===== config.mk =====
export PLATFORM = sky130hd
export DESIGN_NAME = exc_sched_flat
export DESIGN_NICKNAME = d
export VERILOG_FILES = /design/src/rtl/exc_sched_if.sv /design/src/rtl/exc_sched.sv /design/src/flat_wrapper.sv
export SDC_FILE = /design/constraint.sdc
export NUM_CORES = 1
export LEC_CHECK = 0
export BUFFER_PORTS_ARGS = -buffer_cell sky130_fd_sc_hd__buf_4
export CORE_UTILIZATION = 50
export DETAILED_ROUTE_END_ITERATION = 7
export GPL_TIMING_DRIVEN = 0
export PLACE_DENSITY_LB_ADDON = 0.3
export SLEW_MARGIN = 20
export SYNTH_ARGS = -nofsm -noshare
export SYNTH_HDL_FRONTEND = slang
export SYNTH_SLANG_ARGS = --single-unit

===== constraint.sdc =====
create_clock -name clk -period 5.7 [get_ports clk]
set_input_delay 1.14 -clock clk [delete_from_list [all_inputs] [get_ports clk]]
set_output_delay 1.14 -clock clk [all_outputs]
set_load 0.02 [all_outputs]

===== src/rtl/exc_sched_if.sv =====
// exc_sched_if: signal bundle between the pipeline/CP0 and the exception scheduler.
//   master : pipeline side; drives memory-stage info, interrupt lines, CP0 status/EPC,
//            and receives the CP0 write controls, synced interrupts, flush/stall and redirect.
//   slave  : exc_sched side; the mirror image of master.
interface exc_sched_if;
    logic        m_valid;
    logic [31:0] m_pc;
    logic        m_bd;
    logic        m_exc_valid;
    logic [4:0]  m_exc_code;
    logic [31:0] m_bva;
    logic        m_eret;
    logic [5:0]  hw_int;
    logic        status_ie;
    logic        status_exl;
    logic [7:0]  status_im;
    logic [1:0]  cause_ip_sw;
    logic [31:0] epc_in;
    logic        cp0_en;
    logic        cp0_exl;
    logic        cp0_bd;
    logic [4:0]  cp0_exc;
    logic [31:0] cp0_epc;
    logic [31:0] cp0_bva;
    logic        cp0_exl_clr;
    logic [5:0]  hw_ip;
    logic        flush;
    logic        stall;
    logic        redirect_valid;
    logic [31:0] redirect_pc;

    modport master (
        output m_valid, m_pc, m_bd, m_exc_valid, m_exc_code, m_bva, m_eret,
               hw_int, status_ie, status_exl, status_im, cause_ip_sw, epc_in,
        input  cp0_en, cp0_exl, cp0_bd, cp0_exc, cp0_epc, cp0_bva, cp0_exl_clr,
               hw_ip, flush, stall, redirect_valid, redirect_pc
    );

    modport slave (
        input  m_valid, m_pc, m_bd, m_exc_valid, m_exc_code, m_bva, m_eret,
               hw_int, status_ie, status_exl, status_im, cause_ip_sw, epc_in,
        output cp0_en, cp0_exl, cp0_bd, cp0_exc, cp0_epc, cp0_bva, cp0_exl_clr,
               hw_ip, flush, stall, redirect_valid, redirect_pc
    );
endinterface


===== src/rtl/exc_sched.sv =====
// exc_sched: accepts one interrupt/exception/ERET from the memory stage, commits it to CP0,
// flushes the pipeline for FLUSH_CYCLES cycles and then redirects fetch.
//   clk, rst : clock and synchronous active-high reset
//   bus      : exc_sched_if.slave carrying memory-stage inputs, CP0 status/EPC, interrupt
//              lines, and the CP0 write / flush / stall / redirect outputs
module exc_sched #(
    parameter logic [31:0] EXC_VECTOR   = 32'hBFC00380,
    parameter int unsigned FLUSH_CYCLES = 2
) (
    input logic        clk,
    input logic        rst,
    exc_sched_if.slave bus
);
    typedef enum logic [1:0] {IDLE, COMMIT, FLUSH, REDIRECT} state_t;

    state_t      state, state_n;
    logic [5:0]  sync0, hw_ip;
    logic [3:0]  cnt;
    logic [4:0]  exc_l;
    logic [31:0] epc_l, bva_l, ret_l;
    logic        bd_l, eret_l;
    logic        int_pend, open, take_int, take_exc, take_eret, accept;

    assign int_pend  = bus.status_ie & ~bus.status_exl & |(bus.status_im & {hw_ip, bus.cause_ip_sw});
    assign open      = state == IDLE && !rst && bus.m_valid;
    assign take_int  = open & int_pend;
    assign take_exc  = open & ~int_pend & bus.m_exc_valid;
    assign take_eret = open & ~int_pend & ~bus.m_exc_valid & bus.m_eret;
    assign accept    = take_int | take_exc | take_eret;

    // CP0 data outputs come straight from the latches, which only change when an
    // interrupt/exception is accepted, so they hold their last written values otherwise.
    assign bus.cp0_exc = exc_l;
    assign bus.cp0_epc = epc_l;
    assign bus.cp0_bva = bva_l;
    assign bus.cp0_bd  = bd_l;
    assign bus.hw_ip   = hw_ip;

    always_ff @(posedge clk) begin
        if (rst) begin
            sync0 <= '0;
            hw_ip <= '0;
        end else begin
            sync0 <= bus.hw_int;
            hw_ip <= sync0;
        end
    end

    always_ff @(posedge clk) begin
        state <= rst ? IDLE : state_n;
    end

    always_comb begin
        state_n            = state;
        bus.cp0_en         = 1'b0;
        bus.cp0_exl        = 1'b0;
        bus.cp0_exl_clr    = 1'b0;
        bus.redirect_valid = 1'b0;
        bus.redirect_pc    = 32'd0;
        bus.flush          = accept || state != IDLE;
        bus.stall          = accept || state != IDLE;
        case (state)
            IDLE:     state_n = accept ? COMMIT : IDLE;
            COMMIT: begin
                state_n         = FLUSH;
                bus.cp0_en      = ~eret_l;
                bus.cp0_exl     = ~eret_l;
                bus.cp0_exl_clr = eret_l;
            end
            FLUSH:    state_n = cnt == 4'd1 ? REDIRECT : FLUSH;
            default: begin
                state_n            = IDLE;
                bus.redirect_valid = 1'b1;
                bus.redirect_pc    = eret_l ? ret_l : EXC_VECTOR;
            end
        endcase
    end

    // Counter is loaded in COMMIT so FLUSH lasts exactly FLUSH_CYCLES cycles.
    always_ff @(posedge clk) begin
        if (rst)
            cnt <= '0;
        else if (state == COMMIT)
            cnt <= 4'(FLUSH_CYCLES);
        else if (state == FLUSH)
            cnt <= cnt - 4'd1;
    end

    always_ff @(posedge clk) begin
        if (rst) begin
            exc_l  <= '0;
            epc_l  <= '0;
            bva_l  <= '0;
            ret_l  <= '0;
            bd_l   <= 1'b0;
            eret_l <= 1'b0;
        end else if (take_int || take_exc) begin
            exc_l  <= take_exc ? bus.m_exc_code : 5'd0;
            if (take_exc)
                bva_l <= bus.m_bva;
            epc_l  <= bus.m_bd ? bus.m_pc - 32'd4 : bus.m_pc;
            bd_l   <= bus.m_bd;
            eret_l <= 1'b0;
        end else if (take_eret) begin
            ret_l  <= bus.epc_in;
            eret_l <= 1'b1;
        end
    end
endmodule


===== src/flat_wrapper.sv =====
// flat-port wrapper written by rule: the top's interface ports become plain ports
module exc_sched_flat 
#(
    parameter logic [31:0] EXC_VECTOR   = 32'hBFC00380,
    parameter int unsigned FLUSH_CYCLES = 2
)
  (clk, rst, bus_m_valid, bus_m_pc, bus_m_bd, bus_m_exc_valid, bus_m_exc_code, bus_m_bva, bus_m_eret, bus_hw_int, bus_status_ie, bus_status_exl, bus_status_im, bus_cause_ip_sw, bus_epc_in, bus_cp0_en, bus_cp0_exl, bus_cp0_bd, bus_cp0_exc, bus_cp0_epc, bus_cp0_bva, bus_cp0_exl_clr, bus_hw_ip, bus_flush, bus_stall, bus_redirect_valid, bus_redirect_pc);
  exc_sched_if bus_i ();
  input logic clk;
  input logic rst;
  input wire logic [$bits(bus_i.m_valid)-1:0] bus_m_valid;
  input wire logic [$bits(bus_i.m_pc)-1:0] bus_m_pc;
  input wire logic [$bits(bus_i.m_bd)-1:0] bus_m_bd;
  input wire logic [$bits(bus_i.m_exc_valid)-1:0] bus_m_exc_valid;
  input wire logic [$bits(bus_i.m_exc_code)-1:0] bus_m_exc_code;
  input wire logic [$bits(bus_i.m_bva)-1:0] bus_m_bva;
  input wire logic [$bits(bus_i.m_eret)-1:0] bus_m_eret;
  input wire logic [$bits(bus_i.hw_int)-1:0] bus_hw_int;
  input wire logic [$bits(bus_i.status_ie)-1:0] bus_status_ie;
  input wire logic [$bits(bus_i.status_exl)-1:0] bus_status_exl;
  input wire logic [$bits(bus_i.status_im)-1:0] bus_status_im;
  input wire logic [$bits(bus_i.cause_ip_sw)-1:0] bus_cause_ip_sw;
  input wire logic [$bits(bus_i.epc_in)-1:0] bus_epc_in;
  output wire logic [$bits(bus_i.cp0_en)-1:0] bus_cp0_en;
  output wire logic [$bits(bus_i.cp0_exl)-1:0] bus_cp0_exl;
  output wire logic [$bits(bus_i.cp0_bd)-1:0] bus_cp0_bd;
  output wire logic [$bits(bus_i.cp0_exc)-1:0] bus_cp0_exc;
  output wire logic [$bits(bus_i.cp0_epc)-1:0] bus_cp0_epc;
  output wire logic [$bits(bus_i.cp0_bva)-1:0] bus_cp0_bva;
  output wire logic [$bits(bus_i.cp0_exl_clr)-1:0] bus_cp0_exl_clr;
  output wire logic [$bits(bus_i.hw_ip)-1:0] bus_hw_ip;
  output wire logic [$bits(bus_i.flush)-1:0] bus_flush;
  output wire logic [$bits(bus_i.stall)-1:0] bus_stall;
  output wire logic [$bits(bus_i.redirect_valid)-1:0] bus_redirect_valid;
  output wire logic [$bits(bus_i.redirect_pc)-1:0] bus_redirect_pc;
  assign bus_i.m_valid = bus_m_valid;
  assign bus_i.m_pc = bus_m_pc;
  assign bus_i.m_bd = bus_m_bd;
  assign bus_i.m_exc_valid = bus_m_exc_valid;
  assign bus_i.m_exc_code = bus_m_exc_code;
  assign bus_i.m_bva = bus_m_bva;
  assign bus_i.m_eret = bus_m_eret;
  assign bus_i.hw_int = bus_hw_int;
  assign bus_i.status_ie = bus_status_ie;
  assign bus_i.status_exl = bus_status_exl;
  assign bus_i.status_im = bus_status_im;
  assign bus_i.cause_ip_sw = bus_cause_ip_sw;
  assign bus_i.epc_in = bus_epc_in;
  assign bus_cp0_en = bus_i.cp0_en;
  assign bus_cp0_exl = bus_i.cp0_exl;
  assign bus_cp0_bd = bus_i.cp0_bd;
  assign bus_cp0_exc = bus_i.cp0_exc;
  assign bus_cp0_epc = bus_i.cp0_epc;
  assign bus_cp0_bva = bus_i.cp0_bva;
  assign bus_cp0_exl_clr = bus_i.cp0_exl_clr;
  assign bus_hw_ip = bus_i.hw_ip;
  assign bus_flush = bus_i.flush;
  assign bus_stall = bus_i.stall;
  assign bus_redirect_valid = bus_i.redirect_valid;
  assign bus_redirect_pc = bus_i.redirect_pc;
  exc_sched #(.EXC_VECTOR(EXC_VECTOR), .FLUSH_CYCLES(FLUSH_CYCLES)) u_core (.clk(clk), .rst(rst), .bus(bus_i));
endmodule

# After elaboration in Yosys (flattened, before gate mapping)
# Index checks and enable logic that the tools add are counted.
[totals]
register_bits = 121
[op_classes]
n_addsub = 2
n_eq_ne = 3
muxes = 12
bitwise = 15
n_reduce_logical = 14
[ops]
columns = ["op", "count"]
rows = [
  ["$mux 32", 3],
  ["$sub 32x3->32 const B", 1],
  ["$and 8x8->8", 1],
  ["$reduce_or 8->1", 1],
  ["$and 1x1->1", 7],
  ["$pmux 2 s3", 1],
  ["$mux 1", 5],
  ["$mux 5", 1],
  ["$not 1->1", 5],
  ["$eq 4x1->1 const B", 1],
  ["$mux 2", 2],
  ["$reduce_and 2->1", 2],
  ["$reduce_bool 2->1", 2],
  ["$reduce_or 2->1", 2],
  ["$sub 4x1->4 const B", 1],
  ["$reduce_or 3->1", 1],
  ["$eq 2x1->1 const B", 1],
  ["$eq 2x2->1 const B", 1],
  ["$logic_and 1x1->1", 2],
  ["$logic_not 2->1", 1],
  ["$logic_or 1x1->1", 2],
  ["$or 1x1->1", 2],
  ["$logic_not 1->1", 1],
]

# Depth between registers and ports, before layout
# Gate-level depths: netlist of run 1.
[depth]
depth_word = 10
mapped_depth = 9

# Least setup slack after synthesis of run 1
# OpenSTA, ideal clock, no wires.
[synth_path]
path_kind = "input to output"
from = "in bus_status_im[0]"
to = "out bus_stall"
arrival_time_ns = 2.238
t_required_ns = 4.560
setup_slack_ns = 2.322
path_stages = 5
n_path_buf = 1
path_cell_list = "a22oi_1 a41oi_1 o311ai_0 nand2_1 buf_4"
[synth_via]
elab_chain_len = 9
word_cells_on_any_way = 12
cone_classes = "10 x bitwise; 2 x reduce/logical"
[synth_rtl]
columns = ["element", "line", "rtl"]
rows = [
  ["start: declaration", "flat_wrapper.sv:21", "input wire logic [$bits(bus_i.status_im)-1:0] bus_status_im;"],
  ["$and 8x8->8 *", "exc_sched.sv:24", "assign int_pend = bus.status_ie & ~bus.status_exl & |(bus.status_im & {hw_ip, bus.cause_ip_sw});"],
  ["$reduce_or 8->1 *", "exc_sched.sv:24", ""],
  ["$and 1x1->1 *", "exc_sched.sv:24", ""],
  ["$not 1->1", "exc_sched.sv:27, exc_sched.sv:28", ""],
  ["$and 1x1->1", "exc_sched.sv:27, exc_sched.sv:28", ""],
  ["$and 1x1->1 (on tied branches)", "exc_sched.sv:27, exc_sched.sv:28", ""],
  ["$or 1x1->1 or $and 1x1->1 (tied branches)", "exc_sched.sv:29, exc_sched.sv:28", ""],
  ["$or 1x1->1 *", "exc_sched.sv:29", "assign accept = take_int | take_exc | take_eret;"],
  ["$logic_or 1x1->1 *", "--", ""],
  ["end: declaration", "flat_wrapper.sv:33", "output wire logic [$bits(bus_i.stall)-1:0] bus_stall;"],
]
# Every way passes the cells marked *; elsewhere a longest branch is shown, timed or not.

# Worst setup path after layout of run 1
[layout_path]
from = "in bus_status_im[3]"
to = "out bus_stall"
[layout_via]
elab_chain_len = 9
word_cells_on_any_way = 12
cone_classes = "10 x bitwise; 2 x reduce/logical"
[layout_rtl]
columns = ["element", "line", "rtl"]
rows = [
  ["$and 8x8->8 *", "exc_sched.sv:24", ""],
  ["$reduce_or 8->1 *", "exc_sched.sv:24", ""],
  ["$and 1x1->1 *", "exc_sched.sv:24", ""],
  ["$not 1->1", "exc_sched.sv:27, exc_sched.sv:28", ""],
  ["$and 1x1->1", "exc_sched.sv:27, exc_sched.sv:28", ""],
  ["$and 1x1->1 (on tied branches)", "exc_sched.sv:27, exc_sched.sv:28", ""],
  ["$or 1x1->1 or $and 1x1->1 (tied branches)", "exc_sched.sv:29, exc_sched.sv:28", ""],
  ["$or 1x1->1 *", "exc_sched.sv:29", ""],
  ["$logic_or 1x1->1 *", "exc_sched.sv:61", "bus.stall = accept || state != IDLE;"],
]
# Marks and branches as above.

==> reports/metrics.yaml, run 1 <==
outcome:
  status: "completed"
flow_run:
  max_cap_violations: 0
clock_tree:
  cts.clk_slew.worst_paths_ns: 0.06
  cts_buffers: 17
  root_buffer: "clkbuf_8"
  clk_latency_ns: 0.51
  cts.path.max_buffers: 2
  holdBufCountCts: 0
  cts-resized-gates: 0
  cts.htree.levels: 4
  cts.sinks: 121
  post_cts_buffers: 0
  cts_tree: "built"
global_route:
  grt_pass1_wl_um: 24600
  first_global_vias: 5122
  overflow: 0
  track_usage_pct: 28.4
  grt_antenna_before_repair: 0
  grt_max_degree: 17
route:
  wire_per_inst_um: 15.0
  drt_iter0_drc: 253
  routed_wl_um: 15200
  vias_per_cell: 5.18
  dr.pass1.iters: 5
  drc: 0
  vias: 5265
  ant_nets: 0
final_layout:
  ff_latch_area_sq_um: 2420
  diodes: 0
  multi_input_area_sq_um: 2460
  area_growth_syn_to_layout_pct: 48.4
  fillers: 711
  final_cell_mix: "239 x buf_4, 123 x nand2_1, 121 x dfxtp_1"
  stdcell_area_sq_um: 7660
  layout_commonest_cell: "buf_4"
  final_nets: 1003
  drive_above_1_share_pct: 31.8
floorplan:
  initial_core_util_pct: 52.1
  die_height_um: 104
  ioPinCount: 239
  die_w_um: 104
  dieArea_sq_um: 10700
  core_area_sq_um: 9910
  rows: 36
pwr:
  power.density_nw_per_um2: 286
  vdd_drop_max_mv: 0.192
  leakage_nw: 3.27
  power_mw: 2.19
placed_design:
  gp_congestion: 0.871
  port_buffers: 237
  detailed_place_hpwl_um: 11200
  dpl_cell_area_sq_um: 7110
  pre_cts_slack_ns: 1.91
timing:
  final_max_slew_viol_count: 0
  fin_ws_ns: 1.95
  worst_hold_slack_ns: 0.433
  fin_crit_ns: 3.75
  hold_viol_final: 0
  rsz0062_at_grt: "no"
  fin_tns_setup_ns: 0
  fin_skew_ns: 0.00677
  fmax_mhz: 266
  slew_headroom_pct: 42.0
  post-route-period-util_pct: 65.9
  finalSetupViolations: 0
  tightest_slew_ns: 0.863
worst_setup_path:
  crit_arrival_ns: 2.61
  crit_buf_inv: 3
  critPathTopFamily: "compound AO/OA/AOI/OAI gates"
  cp-end-kind: "output port"
  path_max_fanout: 6
  slowest_delay_ns: 0.39
  cp-start-kind: "primary input"
  crit_path_start: "bus_status_im[3]"
  critPathKind: "primary input to output port"
  worst_path_max_delay_cell: "o311ai_0"
  r2r-start: "u_core.bus.hw_ip[1]$_SDFF_PP0_"
  crit_path_cell_trace: "buf_4 > a22oi_1 > a41oi_1 > o311ai_0 > nand2_1 > buf_4 > buf_4"
  path_common_cell: "buf_4"
  worstPathRequired_ns: 4.56
synthesis:
  synth-seq-area-share_pct: 46.9
  synth-seq-cells: 121
  netlist_area_sq_um: 5160
  synthCells: 615
  synthArstFlopShare_pct: 0
  synth_nets: 747
  ys.flop_type: "dfxtp_1"
  syn_avg_cell_area_sq_um: 8.39
  synth_edf_count: 0
  synth_warnings: 0
  synth_cell_type_count: 45
hold_path:
  min_path_type: "flop to flop"
  holdCritStartpoint: "u_core.sync0[1]$_SDFF_PP0_"
-- sequential cells by signal, summed over array words and instances, names as in the netlist --
name / flops
u_core.ret_l: 32
u_core.state: 2
u_core.sync0: 6
u_core.bus.cp0_exc: 5
u_core.bus.cp0_bd: 1
u_core.bus.cp0_bva: 32
u_core.bus.hw_ip: 6
u_core.eret_l: 1
u_core.cnt: 4
u_core.bus.cp0_epc: 32
-- cells in the mapped netlist, types with 9 or more instances --
| master | n | area, sq um |
|---|---|---|
| a21boi_0 | 13 | 97.6 |
| o31ai_1 | 12 | 90.1 |
| and3_1 | 20 | 125 |
| inv_1 | 24 | 90.1 |
| a22oi_1 | 9 | 67.6 |
| nor3_1 | 13 | 65.1 |
| nor2b_1 | 14 | 87.6 |
| o21ai_0 | 25 | 125 |
| dfxtp_1 | 121 | 2420 |
| xnor2_1 | 23 | 201 |
| clkbuf_1 | 41 | 154 |
| a21oi_1 | 55 | 275 |
| nor2_1 | 21 | 78.8 |
| nand2_1 | 123 | 462 |
| nand3b_1 | 31 | 233 |
-- final cells by class --
| type | count | area share (%) |
|---|---|---|
| Multi-Input combinational cell | 425 | 32.2 |
| Sequential cell | 121 | 31.6 |
| Timing Repair Buffer | 237 | 23.2 |
| Clock buffer | 19 | 5.51 |
| Buffer | 45 | 2.42 |
| Tap cell | 133 | 2.17 |
| Clock inverter | 13 | 1.70 |
| Inverter | 24 | 1.18 |
-- per-layer routing --
metal  GRT usage [%]  part of all wire [%]  wire (um)  up-vias
li1                -                     -          -     2594
met1            31.7                    40       6100     2444
met2            52.1                    52       7860      197
met3            6.92                   6.2        944       30
met4            10.5                   2.1        318        0
met5               0                     0          0        -
-- power by group --
part	switching [mW]	internal, mW
sequential	0.0218	0.885
clock	0.380	0.617
combinational	0.150	0.139
-- kinds of logic (layout without fill, tap and decap cells) --
| logic type | after synthesis | in the layout | share of synthesized area, % |
|---|---|---|---|
| flops | 121 | 121 | 46.9 |
| fa+ha+maj | 7 | 7 | 1.70 |
| buf+inv | 69 | 338 | 5.33 |
| xor+xnor | 30 | 30 | 5.09 |
| mux | 1 | 1 | 0.194 |
| simple gates | 260 | 260 | 26.3 |
| compound gates | 127 | 127 | 14.5 |
-- per-stage QoR --
step	cells	util (%)
final	1017	77.3
after global routing	1017	77.3
after global placement	985	71.7
after CTS	1017	77.3
after floorplan	615	-
after detailed placement	985	71.7
-- worst register-to-register path, cell delays in order (launching register included) --
cell	delay, ns
dfxtp_1	0.32
a22oi_1	0.20
a41oi_1	0.32
o21ai_1	0.65
clkbuf_1	0.51
mux2i_1	0.27
nor2_1	0.06
-- worst paths after layout --
kind                                             end  slack, ns  cells after the start
setup / recovery                           bus_stall       1.95                      7
hold / removal        u_core.bus.hw_ip[1]$_SDFF_PP0_       0.43                      1
setup reg to reg  u_core.bus.cp0_epc[6]$_SDFFE_PP0P_       3.24                      6
hold reg to reg       u_core.bus.hw_ip[1]$_SDFF_PP0_       0.43                      1
(Power assumes the default switching activity.)
==> run 2: changes to the inputs <==
Settings changed: CORE_UTILIZATION 50 to 42.
Clock period 5.7 ns to 3.16 ns, I/O delays scaled along.
==> reports/metrics.yaml, run 2 (synthesis results as in run 1) <==
hold_path:
  min_path_type: "primary input to flop"
pwr:
  power.density_nw_per_um2: 512
  leakage_nw: 3.26
  power_mw: 3.93
  vdd_drop_max_mv: 0.361
worst_setup_path:
  worstPathRequired_ns: 2.53
  crit_arrival_ns: 2.05
  worst_path_max_delay_cell: "o311ai_0"
  cp-start-kind: "primary input"
  crit_path_cell_trace: "buf_4 > a22oi_1 > a41oi_1 > o311ai_0 > nand2_1 > buf_4 > buf_4"
  cp-end-kind: "output port"
  ff2ff_setup_slack_ns: 0.73
  slowest_delay_ns: 0.37
  critPathTopFamily: "compound AO/OA/AOI/OAI gates"
  path_common_cell: "buf_4"
  crit_buf_inv: 3
  critPathKind: "primary input to output port"
  path_max_fanout: 6
timing:
  fin_skew_ns: 0.00678
  fmax_mhz: 373
  slew_headroom_pct: 36.0
  fin_crit_ns: 2.68
  fin_tns_setup_ns: 0
  hold_viol_final: 0
  worst_hold_slack_ns: 0.425
  final_max_slew_viol_count: 0
  tightest_slew_ns: 0.952
  rsz0062_at_grt: "no"
  post-route-period-util_pct: 84.8
  finalSetupViolations: 0
final_layout:
  diodes: 0
  final_cell_mix: "239 x buf_4, 123 x nand2_1, 121 x dfxtp_1"
  final_nets: 1003
  layout_commonest_cell: "buf_4"
  area_growth_syn_to_layout_pct: 48.6
  drive_above_1_share_pct: 31.8
route:
  routed_wl_um: 14400
  vias: 5090
  drt_iter0_drc: 260
  vias_per_cell: 4.94
  dr.pass1.iters: 4
  drc: 0
  wire_per_inst_um: 13.9
  ant_nets: 0
floorplan:
  die_w_um: 113
  dieArea_sq_um: 12700
  initial_core_util_pct: 43.0
  die_height_um: 113
  core_area_sq_um: 12000
  rows: 40
  ioPinCount: 239
clock_tree:
  cts.htree.levels: 4
  cts.clk_slew.worst_paths_ns: 0.05
  cts_tree: "built"
  cts.sinks: 121
  post_cts_buffers: 0
  root_buffer: "clkbuf_16"
  cts_buffers: 17
  clk_latency_ns: 0.41
  cts.path.max_buffers: 2
  cts-resized-gates: 0
  holdBufCountCts: 0
placed_design:
  port_buffers: 237
  detailed_place_hpwl_um: 10800
  gp_congestion: 0.822
global_route:
  track_usage_pct: 22.2
  grt_max_degree: 17
  grt_antenna_before_repair: 0
  grt_pass1_wl_um: 22400
  first_global_vias: 4658
  overflow: 0
flow_run:
  max_cap_violations: 0
outcome:
  status: "completed"
==> run 2: cell types whose count changed in the layout (fill, tap and decap cells not counted) <==
cell and change:
bufinv_16 -1, inv_6 +1, clkinv_4 -1, clkbuf_16 +1
==> run 2: metal layers <==
metal	part of all wire [%]	GRT usage, %	vias up
met5	0	0	-
met4	1.3	7.56	0
met3	6.6	6.05	15
met2	48	37.9	164
met1	44	27.0	2310
li1	-	-	2601
==> run 2: report_power, final <==
group	switching [mW]	internal (mW)
Combinational	0.266	0.251
Clock	0.683	1.09
Sequential	0.0374	1.60
Total	0.987	2.94
==> run 2: worst paths after layout <==
path / depth (start not counted) / to / start
setup / recovery: 7 / bus_stall / bus_status_im[3]
setup reg to reg: 6 / u_core.bus.cp0_epc[6]$_SDFFE_PP0P_ / u_core.bus.hw_ip[1]$_SDFF_PP0_
hold / removal: 3 / u_core.ret_l[23]$_SDFFE_PP0P_ / bus_epc_in[23]
hold reg to reg: 1 / u_core.bus.hw_ip[2]$_SDFF_PP0_ / u_core.sync0[2]$_SDFF_PP0_
==> run 2: final cells by class <==
| type | count | area [sq um] |
|---|---|---|
| Fill cell | 1082 | 4340 |
| Multi-Input combinational cell | 425 | 2460 |
| Sequential cell | 121 | 2420 |
| Timing Repair Buffer | 237 | 1780 |
| Clock buffer | 20 | 447 |
| Buffer | 45 | 185 |
| Tap cell | 147 | 184 |
| Clock inverter | 12 | 100 |
| Inverter | 24 | 90.1 |
==> run 2: stage by stage <==
| step | cells | worst slack (ns) | instance area, sq um | utilization [%] |
|---|---|---|---|---|
| 2_1_floorplan | 615 | 0.766 | 5160 | - |
| 3_3_place_gp | 999 | 0.195 | 7120 | 59.3 |
| 3_5_place_dp | 999 | 0.192 | 7120 | 59.3 |
| 4_1_cts | 1031 | 0.429 | 7670 | 63.9 |
| 5_1_grt | 1031 | 0.317 | 7670 | 63.9 |
| 6_report | 1031 | 0.480 | 7670 | 63.9 |
==> run 2: tightest hold or removal path: stages <==
cell     delay [ns]
buf_4          0.07
nand2_1        0.04
o31ai_1        0.05
